[src/rtl/unpang_shift_pipe5_if.sv]
// Stream bundle for unpang_shift_pipe5: compacted pang beat in, restored lanes plus lane mask out.
interface unpang_shift_pipe5_if #(
    parameter int SUB_BLK_BIT = 8,
    parameter int SFT_BIT     = 4
);
    localparam int LANES = 1 << SFT_BIT;

    logic                         in_valid;
    logic                         in_ready;
    logic [LANES*SUB_BLK_BIT-1:0] pang_in;
    logic [SFT_BIT-1:0]           sft_in;
    logic                         out_valid;
    logic                         out_ready;
    logic [LANES*SUB_BLK_BIT-1:0] d_out;
    logic [LANES-1:0]             lane_mask;

    modport master (
        output in_valid, pang_in, sft_in, out_ready,
        input  in_ready, out_valid, d_out, lane_mask
    );

    modport slave (
        input  in_valid, pang_in, sft_in, out_ready,
        output in_ready, out_valid, d_out, lane_mask
    );
endinterface

[src/rtl/unpang_shift_pipe5.sv]
// 5-stage pipelined lane un-shifter restoring pang sub-blocks to their original positions.
// Optional UNPANG_ROTATE_EN: rotate lanes instead of zero-filling (lane_mask then all ones).
module unpang_shift_pipe5 #(
    parameter int SUB_BLK_BIT = 8,
    parameter int SFT_BIT     = 4
) (
    input  logic                   clk,
    input  logic                   reset,
    unpang_shift_pipe5_if.slave    bus
);
    localparam int LANES = 1 << SFT_BIT;
    localparam int DW    = LANES * SUB_BLK_BIT;

    logic [DW-1:0]      data_q [0:4];
    logic [LANES-1:0]   mask_q [0:4];
    logic [SFT_BIT-1:0] sft_q  [0:3];
    logic               vld_q  [0:4];
    logic               adv;

    function automatic logic [DW-1:0] shift_data(input logic [DW-1:0] d, input int k);
`ifdef UNPANG_ROTATE_EN
        return (d << (k * SUB_BLK_BIT)) | (d >> (DW - k * SUB_BLK_BIT));
`else
        return d << (k * SUB_BLK_BIT);
`endif
    endfunction

    function automatic logic [LANES-1:0] shift_mask(input logic [LANES-1:0] m, input int k);
`ifdef UNPANG_ROTATE_EN
        return (m << k) | (m >> (LANES - k));
`else
        return m << k;
`endif
    endfunction

    assign adv          = bus.out_ready | ~vld_q[4];
    assign bus.in_ready = adv;

    // Bubbles enter as all-zero data/mask so outputs read zero until the first real beat.
    always_ff @(posedge clk or negedge reset) begin
        if (!reset) begin
            for (int n = 0; n < 5; n++) begin
                data_q[n] <= '0;
                mask_q[n] <= '0;
                vld_q[n]  <= 1'b0;
            end
            for (int n = 0; n < 4; n++) begin
                sft_q[n] <= '0;
            end
        end else if (adv) begin
            vld_q[0]  <= bus.in_valid;
            data_q[0] <= bus.in_valid ? bus.pang_in : '0;
            sft_q[0]  <= bus.in_valid ? bus.sft_in : '0;
            mask_q[0] <= {LANES{bus.in_valid}};
            for (int n = 1; n < 5; n++) begin
                vld_q[n]  <= vld_q[n-1];
                data_q[n] <= sft_q[n-1][n-1] ? shift_data(data_q[n-1], 1 << (n-1)) : data_q[n-1];
                mask_q[n] <= sft_q[n-1][n-1] ? shift_mask(mask_q[n-1], 1 << (n-1)) : mask_q[n-1];
            end
            for (int n = 1; n < 4; n++) begin
                sft_q[n] <= sft_q[n-1];
            end
        end
    end

    assign bus.out_valid = vld_q[4];
    assign bus.d_out     = data_q[4];
    assign bus.lane_mask = mask_q[4];
endmodule

[src/flat_wrapper.sv]
// flat-port wrapper written by rule: the top's interface ports become plain ports
module unpang_shift_pipe5_flat 
#(
    parameter int SUB_BLK_BIT = 8,
    parameter int SFT_BIT     = 4
)
  (clk, reset, bus_in_valid, bus_pang_in, bus_sft_in, bus_out_ready, bus_in_ready, bus_out_valid, bus_d_out, bus_lane_mask);
  unpang_shift_pipe5_if #(.SUB_BLK_BIT(SUB_BLK_BIT), .SFT_BIT(SFT_BIT)) bus_i ();
  input  logic clk;
  input  logic reset;
  input wire logic [$bits(bus_i.in_valid)-1:0] bus_in_valid;
  input wire logic [$bits(bus_i.pang_in)-1:0] bus_pang_in;
  input wire logic [$bits(bus_i.sft_in)-1:0] bus_sft_in;
  input wire logic [$bits(bus_i.out_ready)-1:0] bus_out_ready;
  output wire logic [$bits(bus_i.in_ready)-1:0] bus_in_ready;
  output wire logic [$bits(bus_i.out_valid)-1:0] bus_out_valid;
  output wire logic [$bits(bus_i.d_out)-1:0] bus_d_out;
  output wire logic [$bits(bus_i.lane_mask)-1:0] bus_lane_mask;
  assign bus_i.in_valid = bus_in_valid;
  assign bus_i.pang_in = bus_pang_in;
  assign bus_i.sft_in = bus_sft_in;
  assign bus_i.out_ready = bus_out_ready;
  assign bus_in_ready = bus_i.in_ready;
  assign bus_out_valid = bus_i.out_valid;
  assign bus_d_out = bus_i.d_out;
  assign bus_lane_mask = bus_i.lane_mask;
  unpang_shift_pipe5 #(.SUB_BLK_BIT(SUB_BLK_BIT), .SFT_BIT(SFT_BIT)) u_core (.clk(clk), .reset(reset), .bus(bus_i));
endmodule
[config.mk]
export PLATFORM = sky130hd
export DESIGN_NAME = unpang_shift_pipe5_flat
export DESIGN_NICKNAME = d
export VERILOG_FILES = /design/src/rtl/unpang_shift_pipe5_if.sv /design/src/rtl/unpang_shift_pipe5.sv /design/src/flat_wrapper.sv
export SDC_FILE = /design/constraint.sdc
export NUM_CORES = 1
export LEC_CHECK = 0
export BUFFER_PORTS_ARGS = -buffer_cell sky130_fd_sc_hd__buf_4
export CORE_MARGIN = 2
export CORE_UTILIZATION = 60
export DETAILED_ROUTE_END_ITERATION = 10
export GPL_TIMING_DRIVEN = 1
export PLACE_DENSITY = 0.78
export SLEW_MARGIN = 40
export SYNTH_ARGS = -nofsm -noshare
export SYNTH_HDL_FRONTEND = slang
export SYNTH_SLANG_ARGS = --single-unit
[constraint.sdc]
create_clock -name clk -period 2 [get_ports clk]
set_input_delay 0.4 -clock clk [delete_from_list [all_inputs] [get_ports clk]]
set_output_delay 0.4 -clock clk [all_outputs]
set_load 0.03 [all_outputs]
== Word level (Yosys, flattened, before mapping) ==
Cells that the tools add are included.

* Memory bits (read-only): 0
* Bits in writable memories: 0
* Memories kept: 0
* Register bits: 692
* Bits in latches: 0

* Equality and inequality tests: 0
* Bitwise gates (word level): 2
* Reductions and logical operators: 0
* Magnitude comparators: 0
* Multiply operators: 0
* $add $sub $neg: 0
* Divide/modulo/power cells: 0
* Mux-type cells: 10
* Shifts and indexed selects: 0

{| class="wikitable"
|+ Operator list
! kind !! number
|-
| $mux 128 || 5
|-
| $mux 15 || 1
|-
| $mux 7 || 1
|-
| $mux 4 || 1
|-
| $mux 3 || 1
|-
| $mux 1 || 1
|-
| $not 1->1 || 1
|-
| $or 1x1->1 || 1
|}

== Depth between registers and ports, before layout ==
* Depth in word-level cells: 2
* Gate-level depth with buffers: 7
* Mapped depth without buffers: 3

== Worst setup path after synthesis ==
No wires, ideal clock.

* Path type: register to register
* From: register u_core.bus.lane_mask[15] (netlist name)
* To: register u_core.mask_q, in the netlist u_core.bus.lane_mask[1]
* Path buffers: 4
* Slack: 239 ps
* Library setup time: 128 ps
* Required time: 1872 ps
* Arrival: 1634 ps
* Stages on the path, launching flop included: 8
* Cell sequence: dfrtp_1 buf_2 nor2b_4 buf_6 inv_4 buf_6 buf_6 mux2_1

{| class="wikitable"
|+ RTL lines
! what !! RTL line !! text
|-
| end signal: indexed assignment || unpang_shift_pipe5.sv:58 || <nowiki>mask_q[n] <= sft_q[n-1][n-1] ? shift_mask(mask_q[n-1], 1 << (n-1)) : mask_q[n-1];</nowiki>
|-
| end: declaration || unpang_shift_pipe5.sv:15 || <nowiki>logic [LANES-1:0] mask_q [0:4];</nowiki>
|}

==> out/metrics.csv <==
metric,value,unit
outcome,"complete, no violations",
tns,0,ps
hold_path_class,in -> reg,
vias,19780,
layout-drive-gt1-share,0.5352,
cts_root_buffer,clkbuf_16,
rsz0062_at_grt,yes,
hold_viol,0,
synth_top_area_share,0.4873,
grt_pass1_wl,128.7,mm
path_cells,"nor2b_4, inv_16, buf_4, buf_12, buf_12, mux2_4",
cts.path.max_buffers,3,
die_w,245.4,µm
max_freq,0.5044,GHz
grtUsageMet1,0.4078,
worstPathMaxFanout,66,
setup_violations,0,
r2r-end,u_core.bus.d_out[74],
met2_usage,0.4339,
reg2regPathDepth,6,
dieArea,0.06023,mm²
layout_commonest_cell,dfrtp_1,
report.final.slew_viol_count,0,
wire_per_inst,24.59,µm
syn_nets,2636,
worstSetupPathType,reg -> reg,
design_area,0.03958,mm²
route.detailed.drc,0,
via_per_inst,5.729,
arrival,2470,ps
die_h,245.4,µm
fin_nets,2765,
period_share,0.9914,
synth_top_area_cell,dfrtp_1,
start_util,0.6061,
worst_setup_path_end_kind,register,
critPathLaunchType,register,
cts_htree_levels,3,
clock_latency,610,ps
antenna_found_initial,1,
period_needed,1983,ps
area_delta_synth_final,13.18,%
io_pins,282,
rows,88,
power_density,1616,mW/mm²
ys_seq_elements,681,
dp_cells,3306,
synth_warnings,0,
cp_data_required_time,2490,ps
drtIter0Drc,1351,
ant_nets,0,
ys_seq_area_frac,0.4873,
cts_tree,built,
grt_pass1_vias,20320,
io_buffers,281,
gp_congestion,0.8671,
diodes,0,
slowest_delay,520,ps
cap_violations,0,
power.leakage,19.70,nW
timing.rr.start,u_core.bus.lane_mask[15],
top_usage_layer,met2,
path_clk_slew,60,ps
layoutNonFillerInstCount,3452,
routed_wl,84.88,mm
ys_top_cells_by_area,"dfrtp_1, mux2_4, mux2_2",
cpMaxStageDelayCell,dfrtp_4,
grt_max_degree,141,
drt_pass1_iterations,5,
min_path_cells,3,
critPathTopFamily,buffers and inverters,
syn_area,0.03497,mm²
path_buf_inv,4,
cts_inserted_buffers,71,
min_to,u_core.data_q[571],
utilization,0.6860,
dp_hpwl,59.91,mm
worst_pin_slew,805.3,ps
max_slew_margin,0.4631,
hold_ws,38.03,ps
postPlaceCellArea,0.03693,mm²
synth.distinct_cells,18,
final_cell_mix,"dfrtp_1, mux2_4, mux2_2, buf_4, nand2_1",
r2r_slack,20,ps
synth.avg_cell_area,13.99,µm²
grt_usage,0.2810,
cpMostUsedCell,buf_12,
grtUsageMet3,0.04758,
grt_overflow,0,
syn_inst,2500,
fp.coreArea,0.05770,mm²
vdd_drop_max,1.181,mV
min_from,bus_pang_in[59],
clock_skew,18.14,ps
clock_sinks,681,
layout make-up:
class	count	area (µm²)
clock buffer	104	2116
inverter	1	20.02
timing repair buffer	380	3420
multi-input combinational	1492	15680
clock inverter	27	312.8
tap	765	957.2
timing repair inverter	2	17.52
fill	3931	18120
sequential	681	17060
synthesized netlist by cell type, drive strengths merged:
master	number
clkbuf	90
nand2b	2
nand3b	133
nand2	139
nor3b	7
a31oi	7
mux2	936
buf	236
dfrtp	681
nor2b	135
inv	1
o21ai	133
sequential cells by signal (all words and copies together) (netlist names):
signal / flops
u_core.data_q: 512
u_core.bus.d_out: 128
u_core.bus.lane_mask: 16
u_core.mask_q: 14
u_core.sft_q: 10
u_core.vld_q: 1
layer usage:
metal	up-vias	part of all wire	routed length [µm]
met5	-	0	0
met4	0	0.030	2504
met3	138	0.054	4586
met2	611	0.46	38970
met1	10130	0.46	38820
li1	8897	-	-
worst max-delay path by stage:
stage,slack (ps),end,depth (start not counted),from
floorplan,240,u_core.bus.lane_mask[1],7,u_core.bus.lane_mask[15]
global placement,120,u_core.bus.d_out[10],4,u_core.bus.lane_mask[15]
detailed placement,80,u_core.bus.d_out[84],4,u_core.bus.lane_mask[15]
CTS,-0.7,bus_in_ready,3,u_core.bus.lane_mask[15]
global route,-20,bus_in_ready,3,u_core.bus.lane_mask[15]
finish,20,u_core.bus.d_out[74],6,u_core.bus.lane_mask[15]
timing repair:
| item | in CTS | in global routing |
|---|---|---|
| hold endpoints to repair | 85 | 0 |
| pin swaps | 0 | 0 |
| hold buffers | 1 | 0 |
| resized for setup | 4 | 2 |
| setup endpoints to repair | 3 | 6 |
| cloned | 3 | 2 |
| setup buffers | 8 | 1 |
through the flow:
stage                     total power (W)  worst slack [ps]
after floorplan                   0.04313             238.5
after global placement            0.04877             124.5
after detailed placement          0.04961             79.01
after CTS                         0.06380           -0.7034
after global routing              0.06648            -16.65
final                             0.06395             17.29
tightest hold or removal path, stage by stage:
cell and delay, ps:
buf_4 100, nand2_1 50, o21ai_0 60
kinds of logic after synthesis:
logic type,after synthesis,synth area share
AO/OA/AOI/OAI,140,0.02029
flip-flops,681,0.4873
AND/OR/NAND/NOR,416,0.06970
multiplexers,936,0.3583
buffers and inverters,327,0.06440
where the power goes:
part           internal (W)  switching [W]  leakage, nW
Combinational        0.0150         0.0110         9.67
Sequential           0.0189        0.00557         8.85
Clock               0.00815        0.00543         1.19
No activity file was read; power rests on OpenSTA's default activity.
